<file path="config.mk">
export PLATFORM = sky130hd
export DESIGN_NAME = irq_ctrl
export DESIGN_NICKNAME = d
export VERILOG_FILES = /design/src/rtl/irq_ctrl.sv
export SDC_FILE = /design/constraint.sdc
export NUM_CORES = 1
export LEC_CHECK = 0
export BUFFER_PORTS_ARGS = -buffer_cell sky130_fd_sc_hd__buf_2
export CAP_MARGIN = 20
export CORE_MARGIN = 4
export CORE_UTILIZATION = 30
export CTS_CLUSTER_DIAMETER = 50
export CTS_CLUSTER_SIZE = 8
export DETAILED_ROUTE_END_ITERATION = 6
export PLACE_DENSITY = 0.51
export SETUP_SLACK_MARGIN = 0.05
export SLEW_MARGIN = 20
export SYNTH_ARGS = -nofsm -noshare
export SYNTH_HDL_FRONTEND = slang
export SYNTH_SLANG_ARGS = --single-unit
</file>
<file path="constraint.sdc">
create_clock -name clk -period 2.6 [get_ports clk]
set_clock_uncertainty 0.1 [all_clocks]
set_input_delay 0.39 -clock clk [delete_from_list [all_inputs] [get_ports clk]]
set_output_delay 0.39 -clock clk [all_outputs]
set_load 0.01 [all_outputs]
</file>
<file path="src/rtl/irq_ctrl.sv">
// Interrupt controller: synchronized sources, PENDING/ENABLE/CLAIM registers behind a sel/busy handshake.
// Define IRQ_CTRL_EDGE_EN for edge-latched pending bits; the default build tracks the source level.
module irq_ctrl #(
  parameter int NUM_SRC = 8
) (
  input  logic               clk,
  input  logic               reset_n,
  input  logic [NUM_SRC-1:0] irq_src,
  input  logic               sel,
  input  logic               write_en,
  input  logic [1:0]         addr,
  input  logic [31:0]        write_data,
  output logic [31:0]        read_data,
  output logic               busy,
  output logic               fault,
  output logic               ext_int
);

  typedef enum logic [1:0] {
    IDLE   = 2'd0,
    ACCESS = 2'd1,
    DONE   = 2'd2
  } state_t;

  localparam logic [1:0] ADDR_PENDING = 2'd0;
  localparam logic [1:0] ADDR_ENABLE  = 2'd1;
  localparam logic [1:0] ADDR_CLAIM   = 2'd2;

  state_t state_q, state_d;

  logic [NUM_SRC-1:0] sync1_q, sync1_d;
  logic [NUM_SRC-1:0] sync2_q, sync2_d;
  logic [NUM_SRC-1:0] enable_q, enable_d;
  logic               inserv_q, inserv_d;
  logic [4:0]         inserv_id_q, inserv_id_d;
  logic [31:0]        read_data_q, read_data_d;
  logic               fault_q, fault_d;
  logic               ext_int_q, ext_int_d;

  logic [NUM_SRC-1:0] pending;
  logic [NUM_SRC-1:0] eligible;
  logic [4:0]         claim_idx;
  logic [31:0]        claim_id;
  logic               claim_fire;
  logic [31:0]        pending_ext;
  logic [31:0]        enable_ext;

  always_comb begin
    sync1_d = irq_src;
    sync2_d = sync1_q;
  end

`ifdef IRQ_CTRL_EDGE_EN
  logic [NUM_SRC-1:0] src_prev_q, src_prev_d;
  logic [NUM_SRC-1:0] pending_q, pending_d;

  // A fresh rising edge wins over a claim clearing the same bit.
  always_comb begin
    src_prev_d = sync2_q;
    pending_d  = pending_q;
    for (int i = 0; i < NUM_SRC; i++) begin
      if (claim_fire && (claim_idx == 5'(i))) begin
        pending_d[i] = 1'b0;
      end
      if (sync2_q[i] && !src_prev_q[i]) begin
        pending_d[i] = 1'b1;
      end
    end
  end

  always_ff @(posedge clk or negedge reset_n) begin
    if (!reset_n) begin
      src_prev_q <= '0;
      pending_q  <= '0;
    end else begin
      src_prev_q <= src_prev_d;
      pending_q  <= pending_d;
    end
  end

  assign pending = pending_q;
`else
  assign pending = sync2_q;
`endif

  assign eligible    = pending & enable_q;
  assign pending_ext = {{(32-NUM_SRC){1'b0}}, pending};
  assign enable_ext  = {{(32-NUM_SRC){1'b0}}, enable_q};

  // Lowest eligible index has priority.
  always_comb begin
    claim_idx = '0;
    for (int i = NUM_SRC - 1; i >= 0; i--) begin
      if (eligible[i]) begin
        claim_idx = 5'(i);
      end
    end
  end

  assign claim_id   = {27'd0, claim_idx + 5'd1};
  assign claim_fire = (state_q == ACCESS) && (addr == ADDR_CLAIM) && !write_en &&
                      !inserv_q && (|eligible);

  always_comb begin
    state_d     = state_q;
    enable_d    = enable_q;
    inserv_d    = inserv_q;
    inserv_id_d = inserv_id_q;
    read_data_d = read_data_q;
    fault_d     = fault_q;
    busy        = 1'b0;

    case (state_q)
      IDLE: begin
        busy = sel;
        if (sel) begin
          state_d = ACCESS;
        end
      end
      ACCESS: begin
        busy        = 1'b1;
        state_d     = DONE;
        read_data_d = '0;
        fault_d     = 1'b0;
        case (addr)
          ADDR_PENDING: begin
            if (!write_en) begin
              read_data_d = pending_ext;
            end
          end
          ADDR_ENABLE: begin
            if (write_en) begin
              enable_d = write_data[NUM_SRC-1:0];
            end else begin
              read_data_d = enable_ext;
            end
          end
          ADDR_CLAIM: begin
            if (write_en) begin
              if (inserv_q && (write_data == {27'd0, inserv_id_q})) begin
                inserv_d    = 1'b0;
                inserv_id_d = '0;
              end
            end else if (claim_fire) begin
              read_data_d = claim_id;
              inserv_d    = 1'b1;
              inserv_id_d = claim_id[4:0];
            end
          end
          default: begin
            fault_d = 1'b1;
          end
        endcase
      end
      DONE: begin
        if (!sel) begin
          state_d = IDLE;
        end
      end
      default: begin
        state_d = IDLE;
      end
    endcase
  end

  assign ext_int_d = (|eligible) && !inserv_q;

  always_ff @(posedge clk or negedge reset_n) begin
    if (!reset_n) begin
      state_q     <= IDLE;
      sync1_q     <= '0;
      sync2_q     <= '0;
      enable_q    <= '0;
      inserv_q    <= 1'b0;
      inserv_id_q <= '0;
      read_data_q <= '0;
      fault_q     <= 1'b0;
      ext_int_q   <= 1'b0;
    end else begin
      state_q     <= state_d;
      sync1_q     <= sync1_d;
      sync2_q     <= sync2_d;
      enable_q    <= enable_d;
      inserv_q    <= inserv_d;
      inserv_id_q <= inserv_id_d;
      read_data_q <= read_data_d;
      fault_q     <= fault_d;
      ext_int_q   <= ext_int_d;
    end
  end

  assign read_data = read_data_q;
  assign fault     = fault_q;
  assign ext_int   = ext_int_q;

endmodule

</file>
* Yosys cells after proc, flatten, opt, wreduce, memory -nomap -nowiden
Cells that the tools add are included.
Word-level totals: register bits 66, output and inout bits 35, word-level logic and storage cells 59
Cells by class: $add $sub $neg 1, equality and inequality tests 8, mux-type cells 24, bitwise logic cells 1, reductions and logical operators 16
Operator list (number):
- $mux 5 | 12
- $eq 32x5->1 | 1
- $pmux 8 s3 | 1
- $mux 8 | 2
- $and 8x8->8 | 1
- $reduce_or 8->1 | 1
- $logic_and 1x1->1 | 6
- $pmux 2 s3 | 1
- $add 5x1->5 const B | 1
- $eq 2x1->1 const B | 2
- $eq 2x2->1 const B | 2
- $logic_not 2->1 | 2
- $mux 1 | 4
- $mux 2 | 2
- $ne 2x2->1 const B | 2
- $reduce_and 4->1 | 1
- $mux 3 | 1
- $reduce_and 3->1 | 1
- $reduce_or 3->1 | 1
- $logic_not 1->1 | 2
- $ne 2x1->1 const B | 1
- $pmux 1 s2 | 1
- $reduce_and 2->1 | 1
- $reduce_bool 2->1 | 1

* Longest topological paths before layout
depth after elaboration 13, gate-level depth with buffers 7, depth with buffers taken out 7

* Worst setup path before layout
OpenSTA, ideal clock, no wires.
path kind reg2reg, start register state_q[1], end register inserv_id_q[1], library setup time 0.118 ns, arrival time 1.783 ns, required time 2.382 ns, slack 0.599 ns, stages on the path, launching flop included 7, buffers on the path 1, clock period less this slack 2.001 ns, cell sequence dfrtp_1 -> nand2b_1 -> buf_6 -> or4_4 -> nor4_4 -> o21ba_4 -> a2bb2o_4
On the way: longest elaborated chain between the ends 7
Ends and longest elaborated chain:
- start: declaration | RTL line 29 | state_t state_q, state_d;
- start signal: assignment | RTL line 180 | state_q <= state_d;
- $eq 2x1->1 * | RTL line 101, 113
- $logic_and 1x1->1 (3 in a row) | RTL line 101 | assign claim_fire = (state_q == ACCESS) && (addr == ADDR_CLAIM) && !write_en &&
- $logic_and 1x1->1 | RTL line 102 | !inserv_q && (|eligible);
- $reduce_bool 2->1 (no source line)
- $reduce_and 4->1 (no source line) *
- end signal: assignment | RTL line 185 | inserv_id_q <= inserv_id_d;
- end: declaration | RTL line 35 | logic [4:0] inserv_id_q, inserv_id_d;
Every way passes the cells marked *; elsewhere a longest branch is shown, timed or not. A chain may end at the register's enable or synchronous reset.

* Worst setup path after layout
Ends and elaborated chain as after synthesis.

==> impl_metrics.env <==
export IMPL_status="finished, final reports clean"
export IMPL_initial_core_util_pct=30.7
export IMPL_postCtsHoldBufs=0
export IMPL_globalRouteOverflowTotal=0
export IMPL_fin_crit_sh_pct=81.9
export IMPL_drtPass1Iterations=4
export IMPL_worst_setup_path_end_kind="register"
export IMPL_antenna_found_initial=0
export IMPL_syn_cell_area_um2=1950
export IMPL_min_period_ns=2.13
export IMPL_postRouteAntennaNets=0
export IMPL_fillers=637
export IMPL_min_to="sync1_q[1]$_DFF_PN0_"
export IMPL_cp_start_kind="register"
export IMPL_ioPinCount=81
export IMPL_holdCritPathClass="input port to register"
export IMPL_htree_num_levels=2
export IMPL_drtIter0Drc=109
export IMPL_cts_resized=0
export IMPL_first_global_vias=1485
export IMPL_fp_dieH_um=88.7
export IMPL_postCtsSetupBuffers=0
export IMPL_finalHoldViolCount=0
export IMPL_syn_inst=169
export IMPL_placed_area_um2=2240
export IMPL_synth_edf_count=0
export IMPL_cts_sinks=41
export IMPL_antenna_cells=0
export IMPL_cts_buffer_depth=2
export IMPL_wirelength_um=4350
export IMPL_r2r_end="inserv_id_q[1]$_DFFE_PN0P_"
export IMPL_hp_start="irq_src[1]"
export IMPL_clkTransAtPathRegs_ns=0.08
export IMPL_crit_family="simple AND/OR/NAND/NOR gates"
export IMPL_nets=278
export IMPL_leakagePower_nw=1.16
export IMPL_sw_frac_of_total_pct=33.5
export IMPL_synthDistinctLibCells=42
export IMPL_die_area_um2=7860
export IMPL_slew_viol_final=0
export IMPL_crit_fanout=6
export IMPL_reg2reg_depth=5
export IMPL_crit_path_cell_trace="nand2b_1, or4_4, nor4_4, o21ba_4, a2bb2o_4"
export IMPL_gp_congestion=0.816
export IMPL_dpl_hpwl_um=3440
export IMPL_critPathRequiredTime_ns=2.69
export IMPL_rsz0062_at_grt="no"
export IMPL_drive_above_1_share_pct=35.8
export IMPL_max_freq_mhz=470
export IMPL_ys_warnings_count=0
export IMPL_cpPeakStageDelay_ns=0.55
export IMPL_cts_buffers_inserted=5
export IMPL_max_cap_viol_count=0
export IMPL_grt_pass1_wl_um=7000
export IMPL_worst_slew_pin_slew_ns=0.892
export IMPL_syn_to_final_growth_pct=19.1
export IMPL_seqPwrFrac_pct=48.5
export IMPL_num_vias=1417
export IMPL_synth_ff_type="dfrtp_1"
export IMPL_setup_violations=0
export IMPL_cp_buffers_inverters=0
export IMPL_p_switching_w=0.000612
export IMPL_min_path_cells=1
export IMPL_viasPerCell=4.59
export IMPL_synthArstFlopShare_pct=100
export IMPL_power_density_nw_per_um2=785
export IMPL_crit_arrival_ns=2.22
export IMPL_worstSkewPairLatency_ns=0.29
export IMPL_drcViolationCount=0
export IMPL_grtUsageTotal_pct=11.9
export IMPL_relSlewSlack_pct=40.5
export IMPL_synth_seq_area_share_pct=52.6
export IMPL_ir_drop_mv=0.427
export IMPL_power_internal_w=0.00121
export IMPL_reg2reg_slack_ns=0.47
export IMPL_p_comb_share_pct=28.9
export IMPL_grt_max_degree=42
export IMPL_cts_tree="yes"
export IMPL_die_x_um=88.7
export IMPL_numPortBuffers=56
export IMPL_root_buffer="clkbuf_8"
export IMPL_pwr_share_clk_pct=22.7
export IMPL_cp_num_cells=5
export IMPL_ys_seq_elements=41
export IMPL_rows=29
export IMPL_avgSynthCellArea_um2=11.5
export IMPL_core_um2=6350
export IMPL_cp_slowest_cell="or4_4"
export IMPL_post_drt_wl_per_cell_um=14.1
export IMPL_timing_rr_start="state_q[1]$_DFFE_PN0P_"
export IMPL_setup_tns_final_ns=0
export IMPL_worstSetupPathType="register to register"
export IMPL_stdcell_area_um2=2320
-- placed cells by master (no fill, tap or decap), types with 2 or more instances in the layout --
master and n:
nand2_1 18, a21o_1 3, a22oi_1 3, nor3_1 2, buf_2 56, mux2_2 11, xnor2_1 4, a221o_1 3
nor4b_1 2, mux2i_1 5, nand2b_1 3, o21ai_0 7, buf_4 3, clkbuf_8 5, nor4_1 5, conb_1 24
a21oi_1 2, nor2_1 6, nand4_1 2, clkinvlp_4 2, nand3_1 4, dfrtp_1 41
-- power by group through the flow --
stage / logic, W / clock network [W] / registers (W)
2_1_floorplan: 0.000360 / 0 / 0.000894
3_3_place_gp: 0.000535 / 0 / 0.000895
3_5_place_dp: 0.000534 / 0 / 0.000899
4_1_cts: 0.000536 / 0.000426 / 0.000887
5_1_grt: 0.000604 / 0.000446 / 0.000907
6_report: 0.000527 / 0.000413 / 0.000884
-- flip-flops by register name (all words and copies together), names as in the netlist --
signal / cells
inserv_id_q: 4
fault: 1
sync1_q: 8
ext_int: 1
read_data: 8
pending: 8
inserv_q: 1
state_q: 2
enable_q: 8
-- routing by layer --
metal  vias to the layer above  track usage (%)  routed length (um)
met1                       674             15.6                2010
li1                        678                -                   -
met5                         -                0                   0
met2                        58             18.8                1960
met3                         7             2.42                 299
met4                         0             5.77                  80
-- layout make-up --
cell class / count / area, um^2 / area share (%)
clock inverters: 2 / 15.0 / 0.646
clock buffers: 6 / 72.6 / 3.12
well taps: 77 / 96.3 / 4.14
flip-flops and latches: 41 / 1030 / 44.1
inverters: 1 / 3.75 / 0.161
repair buffers: 59 / 303 / 13.0
multi-input cells: 123 / 808 / 34.8
-- cell families after synthesis --
| family | after synthesis | synth area share [%] |
|---|---|---|
| other cells | 1 | 0.192 |
| buf+inv | 28 | 10.4 |
| fa+ha+maj | 1 | 0.641 |
| mux | 16 | 8.91 |
| simple gates | 52 | 15.1 |
| flops | 41 | 52.6 |
| compound gates | 26 | 10.4 |
| xor+xnor | 4 | 1.79 |
-- Yosys cell counts (all sizes together), types with 2 or more instances --
library cell	number	area, um^2
nand3	4	20.0
nor4	6	52.6
or4	2	18.8
xnor2	4	35.0
dfrtp	41	1030
nor4b	2	17.5
nand2	18	67.6
nand4	2	12.5
a21o	3	22.5
nor3	3	20.0
a21oi	2	10.0
o21ai	7	35.0
mux2i	5	50.1
a221o	3	30.0
buf	26	196
a22oi	3	22.5
mux2	11	124
nor2	6	22.5
nand2b	3	18.8
-- how the worst max path moves through the flow --
stage,startpoint,end,slack (ns)
4_1_cts,state_q[1]$_DFFE_PN0P_,inserv_id_q[1]$_DFFE_PN0P_,0.45
5_1_grt,state_q[1]$_DFFE_PN0P_,read_data[0]$_DFFE_PN0P_,0.38
3_5_place_dp,write_data[6],inserv_id_q[1]$_DFFE_PN0P_,0.34
6_report,state_q[1]$_DFFE_PN0P_,inserv_id_q[1]$_DFFE_PN0P_,0.47
3_3_place_gp,write_data[6],inserv_id_q[1]$_DFFE_PN0P_,0.34
2_1_floorplan,state_q[1]$_DFFE_PN0P_,inserv_id_q[1]$_DFFE_PN0P_,0.60
-- metrics by stage --
step / util, % / power, W / instances / hold WS, ns / setup WS (ns)
4_1_cts: 36.6 / 0.00185 / 309 / 0.0839 / 0.450
5_1_grt: 36.6 / 0.00196 / 309 / 0.0810 / 0.381
2_1_floorplan: - / 0.00125 / 192 / -0.00559 / 0.599
3_3_place_gp: 35.2 / 0.00143 / 301 / 0.236 / 0.341
6_report: 36.6 / 0.00182 / 309 / 0.0940 / 0.470
3_5_place_dp: 35.2 / 0.00143 / 301 / 0.236 / 0.343
Note: power is estimated with default switching activity, not from simulation.
